[src/rtl/servo_pkg.sv]
// Shared timing defaults, angle/width types and the angle-to-pulse-width conversion
// used by every servo PWM channel.
package servo_pkg;

  localparam int unsigned DEF_FRAME_CYCLES = 1000000;
  localparam int unsigned DEF_MIN_CYCLES   = 50000;
  localparam int unsigned DEF_CYC_PER_DEG  = 275;
  localparam int unsigned DEF_MAX_ANGLE    = 180;
  localparam int unsigned DEF_ANGLE_W      = 8;
  localparam int unsigned DEF_WIDTH_W      = $clog2(DEF_FRAME_CYCLES + 1);

  typedef logic [DEF_ANGLE_W-1:0] angle_t;
  typedef logic [DEF_WIDTH_W-1:0] width_t;

  function automatic logic [31:0] angle_to_width(input logic [31:0]  angle,
                                                 input int unsigned min_cycles,
                                                 input int unsigned cyc_per_deg);
    return min_cycles + angle * cyc_per_deg;
  endfunction

endpackage

[src/rtl/servo_slew_channel.sv]
// One servo channel: target, slew-limited active angle and committed pulse width,
// plus the registered pulse compare against the shared frame counter.
module servo_slew_channel
  import servo_pkg::*;
#(
  parameter int unsigned ANGLE_W     = DEF_ANGLE_W,
  parameter int unsigned WIDTH_W     = DEF_WIDTH_W,
  parameter int unsigned MIN_CYCLES  = DEF_MIN_CYCLES,
  parameter int unsigned CYC_PER_DEG = DEF_CYC_PER_DEG,
  parameter int unsigned RESET_ANGLE = 90,
  parameter int unsigned SLEW_DEG    = 0
) (
  input  logic               clk,
  input  logic               rst_n,
  input  logic               enable,
  input  logic [WIDTH_W-1:0] cnt,
  input  logic               wr_en,
  input  logic [ANGLE_W-1:0] wr_angle,
  input  logic               step_en,
  input  logic               load_en,
  output logic               servo_bit
);

  localparam logic signed [ANGLE_W:0] SLEW_LIM  = (ANGLE_W+1)'(SLEW_DEG);
  localparam logic [ANGLE_W-1:0]      RST_ANG   = ANGLE_W'(RESET_ANGLE);
  localparam logic [WIDTH_W-1:0]      RST_WIDTH =
    WIDTH_W'(angle_to_width(32'(RESET_ANGLE), MIN_CYCLES, CYC_PER_DEG));

  // Signed distance to target, saturated to +/-SLEW_LIM; result never leaves [cur, tgt].
  function automatic logic [ANGLE_W-1:0] slew_step(input logic [ANGLE_W-1:0] tgt,
                                                   input logic [ANGLE_W-1:0] cur);
    logic signed [ANGLE_W:0] diff;
    logic signed [ANGLE_W:0] nxt;
    diff = $signed({1'b0, tgt}) - $signed({1'b0, cur});
    if (SLEW_DEG != 0) begin
      if (diff > SLEW_LIM)       diff = SLEW_LIM;
      else if (diff < -SLEW_LIM) diff = -SLEW_LIM;
    end
    nxt = $signed({1'b0, cur}) + diff;
    return nxt[ANGLE_W-1:0];
  endfunction

  logic [ANGLE_W-1:0] target_p0;
  logic [ANGLE_W-1:0] active_p1;
  logic [WIDTH_W-1:0] width_p2;

  always_ff @(posedge clk or negedge rst_n) begin
    if (!rst_n) begin
      target_p0 <= RST_ANG;
      active_p1 <= RST_ANG;
      width_p2  <= RST_WIDTH;
      servo_bit <= 1'b0;
    end else begin
      // p0: latest accepted write
      if (wr_en)   target_p0 <= wr_angle;
      // p1: one slew step per frame, two cycles before the boundary
      if (step_en) active_p1 <= slew_step(target_p0, active_p1);
      // p2: width committed on the last cycle of the frame
      if (load_en) width_p2  <= WIDTH_W'(angle_to_width(32'(active_p1), MIN_CYCLES, CYC_PER_DEG));
      servo_bit <= enable && (cnt < width_p2);
    end
  end

endmodule

[src/rtl/servo_pwm_bank.sv]
// N-channel hobby-servo PWM bank: shared frame counter, angle write port with clamping,
// frame-boundary commit strobes and the per-channel pulse generators.
module servo_pwm_bank
  import servo_pkg::*;
#(
  parameter int unsigned N_CH         = 4,
  parameter int unsigned ANGLE_W      = DEF_ANGLE_W,
  parameter int unsigned FRAME_CYCLES = DEF_FRAME_CYCLES,
  parameter int unsigned MIN_CYCLES   = DEF_MIN_CYCLES,
  parameter int unsigned CYC_PER_DEG  = DEF_CYC_PER_DEG,
  parameter int unsigned MAX_ANGLE    = DEF_MAX_ANGLE,
  parameter int unsigned RESET_ANGLE  = 90,
  parameter int unsigned SLEW_DEG     = 0,
  localparam int unsigned CH_W        = (N_CH > 1) ? $clog2(N_CH) : 1
) (
  input  logic               clk,
  input  logic               rst_n,
  input  logic               enable,
  input  logic               wr_valid,
  output logic               wr_ready,
  input  logic [CH_W-1:0]    wr_ch,
  input  logic [ANGLE_W-1:0] wr_angle,
  output logic [N_CH-1:0]    servo_out,
  output logic               frame_tick,
  output logic               sat_err
);

  localparam int unsigned        WIDTH_W  = $clog2(FRAME_CYCLES + 1);
  localparam logic [WIDTH_W-1:0] CNT_STEP = WIDTH_W'(FRAME_CYCLES - 2);
  localparam logic [WIDTH_W-1:0] CNT_LOAD = WIDTH_W'(FRAME_CYCLES - 1);
  localparam logic [ANGLE_W-1:0] MAX_ANG  = ANGLE_W'(MAX_ANGLE);

  if (FRAME_CYCLES < MIN_CYCLES + MAX_ANGLE * CYC_PER_DEG + 2) begin : g_bad_frame
    $error("servo_pwm_bank: FRAME_CYCLES cannot hold the longest pulse plus commit cycles");
  end
  if (MAX_ANGLE >= (1 << ANGLE_W)) begin : g_bad_angle
    $error("servo_pwm_bank: MAX_ANGLE does not fit in ANGLE_W bits");
  end
  if (N_CH < 1 || N_CH > 16) begin : g_bad_nch
    $error("servo_pwm_bank: N_CH must be 1..16");
  end

  function automatic logic [ANGLE_W-1:0] clamp_angle(input logic [ANGLE_W-1:0] a);
    return (a > MAX_ANG) ? MAX_ANG : a;
  endfunction

  logic [WIDTH_W-1:0] cnt_p0;
  logic               rdy_q;
  logic               step_en;
  logic               load_en;
  logic               wr_fire;
  logic [ANGLE_W-1:0] wr_angle_sat;
  logic [N_CH-1:0]    wr_en;

  // Writes are refused on the slew-step cycle so a target never changes under the commit.
  assign step_en      = enable && (cnt_p0 == CNT_STEP);
  assign load_en      = enable && (cnt_p0 == CNT_LOAD);
  assign wr_ready     = rdy_q && !step_en;
  assign wr_fire      = wr_valid && wr_ready;
  assign wr_angle_sat = clamp_angle(wr_angle);

  always_ff @(posedge clk or negedge rst_n) begin
    if (!rst_n) begin
      cnt_p0     <= '0;
      rdy_q      <= 1'b0;
      frame_tick <= 1'b0;
      sat_err    <= 1'b0;
    end else begin
      rdy_q      <= 1'b1;
      frame_tick <= enable && (cnt_p0 == '0);
      if (!enable || cnt_p0 == CNT_LOAD) cnt_p0 <= '0;
      else                               cnt_p0 <= cnt_p0 + 1'b1;
      if (wr_fire && wr_angle > MAX_ANG) sat_err <= 1'b1;
    end
  end

  for (genvar i = 0; i < N_CH; i++) begin : g_ch
    assign wr_en[i] = wr_fire && (32'(wr_ch) == i);

    servo_slew_channel #(
      .ANGLE_W    (ANGLE_W),
      .WIDTH_W    (WIDTH_W),
      .MIN_CYCLES (MIN_CYCLES),
      .CYC_PER_DEG(CYC_PER_DEG),
      .RESET_ANGLE(RESET_ANGLE),
      .SLEW_DEG   (SLEW_DEG)
    ) u_ch (
      .clk      (clk),
      .rst_n    (rst_n),
      .enable   (enable),
      .cnt      (cnt_p0),
      .wr_en    (wr_en[i]),
      .wr_angle (wr_angle_sat),
      .step_en  (step_en),
      .load_en  (load_en),
      .servo_bit(servo_out[i])
    );
  end

endmodule

[config.mk]
export PLATFORM = sky130hd
export DESIGN_NAME = servo_pwm_bank
export DESIGN_NICKNAME = d
export VERILOG_FILES = /design/src/rtl/servo_pkg.sv /design/src/rtl/servo_slew_channel.sv /design/src/rtl/servo_pwm_bank.sv
export SDC_FILE = /design/constraint.sdc
export NUM_CORES = 1
export LEC_CHECK = 0
export ABC_CLOCK_PERIOD_IN_PS = 6200
export BUFFER_PORTS_ARGS = -buffer_cell sky130_fd_sc_hd__buf_2
export CORE_UTILIZATION = 60
export DETAILED_ROUTE_END_ITERATION = 12
export MAX_ROUTING_LAYER = met4
export PLACE_DENSITY = 0.73
export SETUP_SLACK_MARGIN = 0.3
export SYNTH_ARGS = -nofsm -noshare
export SYNTH_HDL_FRONTEND = slang
export SYNTH_SLANG_ARGS = --single-unit
[constraint.sdc]
create_clock -name clk -period 6.2 [get_ports clk]
set_input_delay 0.62 -clock clk [delete_from_list [all_inputs] [get_ports clk]]
set_output_delay 0.62 -clock clk [all_outputs]
set_load 0.005 [all_outputs]
======== Word level (Yosys, flattened, before mapping) ========
Cells that the tools add are included.
word-level totals
  register bits after elaboration ......... 171
  bits of input ports ..................... 14
  output and inout bits ................... 7
  word-level logic and storage cells ...... 68
cells by class
  add/sub/neg operators ................... 13
  multipliers ............................. 4
  magnitude comparators ................... 5
  equality and inequality tests ........... 5
  mux-type cells .......................... 2
  reduce and logical (&&, ||, !) cells .... 19
operator list
  kind                                                                  number
  20-bit < comparator                                                   4
  16-bit by 17-bit adder with 18-bit output (first input constant)      4
  8-bit by 9-bit multiplier with 17-bit output (second input constant)  4
  20-bit == test (second input constant)                                2
  8-bit adder                                                           4
  8-bit subtractor                                                      4
  20-bit by 1-bit adder with 20-bit output (second input constant)      1
  20-bit logical NOT                                                    1
  20-bit two-way mux                                                    1
  1-bit logical AND                                                     14
  8-bit > comparator (second input constant)                            1
  8-bit two-way mux                                                     1
  2-bit == test (second input constant)                                 2
  2-bit by 1-bit == test with 1-bit output (second input constant)      1
  1-bit logical NOT                                                     2
  2-bit logical NOT                                                     1
  1-bit logical OR                                                      1

======== Depth between registers and ports, before layout ========
  depth in word-level cells ............... 6
  gate-level depth with buffers ........... 15
  mapped depth without buffers ............ 15

======== By module ========
Synthesis repeated with hierarchy kept, for this count alone.
unflattened totals
  cells, all modules ...................... 1535
  area, all modules ....................... 14725.4 sq um
by module, submodules not included
  module                              times used  cells an instance  area an instance (sq um)  seq. area each (sq um)
  servo_slew_channel at g_ch[0].u_ch  1           351                3363.2                    899.6
  servo_slew_channel at g_ch[3].u_ch  1           350                3363.2                    899.6
  servo_slew_channel at g_ch[2].u_ch  1           350                3362.0                    899.6
  servo_slew_channel at g_ch[1].u_ch  1           340                3349.5                    899.6
  servo_pwm_bank                      1           144                1287.5                    575.6

======== Least setup slack after synthesis ========
No wires, ideal clock.
  path kind ............................... flip-flop to flip-flop
  start point ............................. register g_ch[0].u_ch.active_p1[6]
  end point ............................... register g_ch[0].u_ch.width_p2[16]
  setup time .............................. 98 ps
  arrival time ............................ 3655 ps
  data required time ...................... 6102 ps
  path slack .............................. 2447 ps
  stages on the path, launching flop included .. 14
  path buffers ............................ 0
  period minus slack after synthesis ...... 3753 ps
  cell sequence ........................... dfstp_2 inv_1 ha_1 fa_1 inv_1 fa_1 inv_1 ha_1 a211o_1 a2111oi_2 nor3b_1 o21ai_0 a2111oi_0 a221oi_1
on the way
  word-level cells in the longest chain between the ends .. 2
ends and longest elaborated chain
  item                                          RTL line                  RTL
  from (decl)                                   servo_slew_channel.sv:44  logic [ANGLE_W-1:0] active_p1;
  from (signal assigned)                        servo_slew_channel.sv:57  if (step_en) active_p1 <= slew_step(target_p0, active_p1);
  8-bit by 9-bit multiplier with 17-bit output  servo_pkg.sv:18           return min_cycles + angle * cyc_per_deg;
  16-bit by 17-bit adder with 18-bit output     servo_pkg.sv:18
  to (signal assigned)                          servo_slew_channel.sv:59  if (load_en) width_p2 <= WIDTH_W'(angle_to_width(32'(active_p1), MIN_CYCLES, CYC_PER_DEG));
  to (decl)                                     servo_slew_channel.sv:45  logic [WIDTH_W-1:0] width_p2;
Every way passes these cells.
A chain may end at the register's enable or synchronous reset.

======== Final worst setup path ========
Same ends and word-level chain as after synthesis.

==> qor.txt <==
Met3 wire length - 912 microns
Syn_nets - 1,771
Ys Warns - 0
Clock buffer depth - 2
Hold_buf cts - 0
Full die area - 0.02320 sq mm
Max Clk Rate - 244.4 MHz
Clk pwr share - 0.344
Clk sinks - 163
Period utilisation layout - 0.6599
Crit. End Element - register
Post_cts resized - 0
LEAKAGE - 7.456 nW
P&R area growth vs syn - 6.607%
Gr ovfl total - 0
Largest net degree at the start of global routing - 105
Slew Viols, Final - 0
Crit path max fanout - 7
RSZ-0062 raised after global routing - false
Post-CTS setup buffer count - 0
Switching power - 0.0009860 W
Clock skew - 13.43 ps
Placed Instance Area - 0.01388 sq mm
Worst hold path class - primary input to async pin
Synth Flop Type - dfrtp_1
Status - complete, but fails checks
Detail Route Antenna Nets - 0
Core ar. - 0.02196 sq mm
Routed via count - 9,994
CP peak stage delay - 600 ps
Design area - 0.01446 sq mm
CP dominant cell by count - inv_1
Routed wire per std cell - 16.20 microns
Worst Max-Slew Pin Slew - 958.6 ps
Yosys reg bits - 163
Antenna cells - 0
Crit Path Class - register to register
Cell variety after synth - 68
First-pass GRT wire length - 48,650 microns
Syn_area_per_cell - 9.287 sq um
Die Wd - 152.3 microns
Drt total wl - 28,600 microns
Critical path launch point type - register
I/O Pins - 21
Rel. slew slack - 0.3609
Logic pwr share - 0.262
Initial core utilization - 0.6175
Final setup viols - 0
DRT iter0 DRCs - 513
Crit path max-delay cell type - dfstp_2
Count of final hold-check violations - 0
M1 WL - 13,380 microns
Number of synthesized flops with an enable pin - 0
Pwr Density - 212.5 mW/mm^2
Vias/cell - 5.662
Vias in the first global route - 9,896
Min cycle time layout - 4092 ps
Total CTS buffers - 17
Top delay family on crit path - adder cells
Final setup TNS - 0 ps
Internal power - 0.002086 W
CTS tree - yes
Max cap viols - 0
Post-Synthesis Cells - 1,460
H-tree depth - 4
CP Data Required Time - 6530 ps
CTS Root Buffer Type - clkbuf_16
Top routing layer in use - met4
Fill count - 1,775
Worst endpoint data arrival time - 4420 ps
CP Buf/Inv Count - 3
Final #Nets - 1,783
Pre-antenna DRT Iters - 9
Met2 WL - 13,720 microns
Synthesized cell area - 0.01356 sq mm
Total GRT Usage - 0.2702
Seq/Total Area, Yosys - 0.3078
Die Span Y - 152.3 microns
I/O Buffers - 20
DRC - 1
Row cnt - 54
Clock Latency Late Sink - 430 ps
Initial antenna violation count - 1
Share of synthesized flip-flops with an asynchronous set or reset - 1.000
Failing checks - DRC
CTS clk-pin slew, worst paths - 70 ps
Max VDD drop - 0.0001726 V
Net Sw Frac - 0.3209
CP Cell Sequence - inv_1 -> ha_1 -> fa_1 -> inv_1 -> fa_1 -> inv_1 -> ha_1 -> a211o_1 -> a2111oi_2 -> nor3b_1 -> o21ai_0 -> a2111oi_0 -> a221oi_1
Detailed placer's ending HPWL - 21,380 microns
Layout cells sized above 1 - 0.1104
Sequential power share - 0.393
RD Place Congestion - 0.8062
## state kept, by name, summed over array words and instances, names as in the netlist
signal               flops
g_ch.u_ch.target_p0     32
sat_err                  1
cnt_p0                  20
g_ch.u_ch.width_p2      72
rdy_q                    1
g_ch.u_ch.active_p1     32
frame_tick               1
g_ch.u_ch.servo_bit      4
## routing by layer
metal	up-vias	global-route usage
li1	5046	-
met1	4757	0.3442
met2	156	0.4483
met3	35	0.03726
met4	0	0.07920
met5	-	-
## power groups by stage
stage                     registers, W  logic (W)  clock network (W)
final                          0.00121   0.000806            0.00106
after global routing           0.00122   0.000923            0.00111
after CTS                      0.00121   0.000810            0.00107
after detailed placement       0.00123   0.000800                  0
after global placement         0.00122   0.000778                  0
after floorplan                0.00121   0.000628                  0
## layout by cell type, fill, tap and decap left out, drive strengths merged, types with 11 or more instances in the layout
master    n
nand2   156
xor2     43
o21ai   154
nor2     67
ha      271
a21oi    54
xnor2    45
clkbuf   18
a211oi   11
nand3    19
dfrtp    87
a21o     32
or3      14
nor3     25
nand2b   11
dfstp    76
buf      25
a31oi    16
inv     196
fa       26
## Yosys cell counts (4+ instances only)
library cell / number / area share
a211o_1: 9 / 0.0058
nor2b_1: 10 / 0.0046
xnor2_1: 45 / 0.029
inv_1: 187 / 0.052
a2111oi_0: 4 / 0.0026
nand2_1: 155 / 0.043
dfrtp_1: 87 / 0.16
buf_2: 6 / 0.0022
a21oi_1: 54 / 0.020
fa_1: 26 / 0.038
o21ai_1: 12 / 0.0044
a211oi_1: 11 / 0.0061
clkbuf_1: 15 / 0.0042
o41ai_1: 4 / 0.0026
nand2b_1: 11 / 0.0051
o22ai_1: 5 / 0.0023
or3_1: 14 / 0.0065
nand4_1: 9 / 0.0042
and3_1: 6 / 0.0028
nor2_1: 65 / 0.018
mux2_2: 9 / 0.0075
or2_2: 6 / 0.0028
o31ai_1: 5 / 0.0028
o21a_1: 9 / 0.0050
a21o_1: 32 / 0.018
xor2_1: 43 / 0.028
nor3_1: 25 / 0.0092
dfstp_2: 76 / 0.15
a31oi_1: 16 / 0.0074
o21ai_0: 142 / 0.052
ha_1: 271 / 0.25
and2_1: 8 / 0.0037
buf_4: 7 / 0.0039
o31a_1: 4 / 0.0026
nand3_1: 19 / 0.0070
## cells by family (layout without fill, tap and decap cells)
family / after synthesis / after routing / share of synthesized area
other: 1 / 1 / 0.0002766
buffers and inverters: 219 / 244 / 0.06487
DFF: 163 / 163 / 0.3078
AOI/OAI and AO/OA: 328 / 328 / 0.1462
xor gates and xnor gates: 88 / 88 / 0.05684
adders and majority gates: 297 / 297 / 0.2885
and+or+nand+nor: 353 / 353 / 0.1266
muxes: 11 / 11 / 0.008951
## layout make-up
type                    instances  area (sq um)  area share
multi-input cells            1078          8509      0.5887
flip-flops and latches        163          4174      0.2888
inverters                     187         701.9     0.04856
clock buffers                  18         439.2     0.03038
well taps                     280         350.3     0.02424
repair buffers                 25         143.9    0.009954
clock inverters                14         136.4    0.009435
## worst reg2reg max path: stages (launching register included)
cell       delay [ps]
dfstp_2           600
inv_1             110
ha_1              300
fa_1              510
inv_1              60
fa_1              530
inv_1              40
ha_1              340
a211o_1           360
a2111oi_2         380
nor3b_1           120
o21ai_0           240
a2111oi_0         160
a221oi_1          240
## path summary, 6_finish.rpt
kind	startpoint	endpoint	depth (start not counted)	slack, ps
max	g_ch[0].u_ch.active_p1[6]	g_ch[0].u_ch.width_p2[16]	13	2110
min	rst_n	g_ch[3].u_ch.width_p2[15]	1	330
max reg2reg	g_ch[0].u_ch.active_p1[6]	g_ch[0].u_ch.width_p2[16]	13	2110
min reg2reg	g_ch[2].u_ch.width_p2[16]	g_ch[2].u_ch.width_p2[16]	2	480
max in group asynchronous	rst_n	g_ch[1].u_ch.target_p0[2]	2	4530
min in group clk	g_ch[2].u_ch.width_p2[16]	g_ch[2].u_ch.width_p2[16]	2	480
## metrics by stage
stage	power [W]	utilization	worst slack [ps]	hold slack (ps)	cells
6_report	0.003072	0.6583	2108	332.5	1765
5_1_grt	0.003254	0.6583	1847	413.8	1765
4_1_cts	0.003090	0.6583	2098	358.8	1765
3_5_place_dp	0.002026	0.6321	2149	470.8	1733
3_3_place_gp	0.002001	0.6321	2270	454.4	1733
2_1_floorplan	0.001834	-	2447	324.4	1460
No activity file was read; power rests on OpenSTA's default activity.
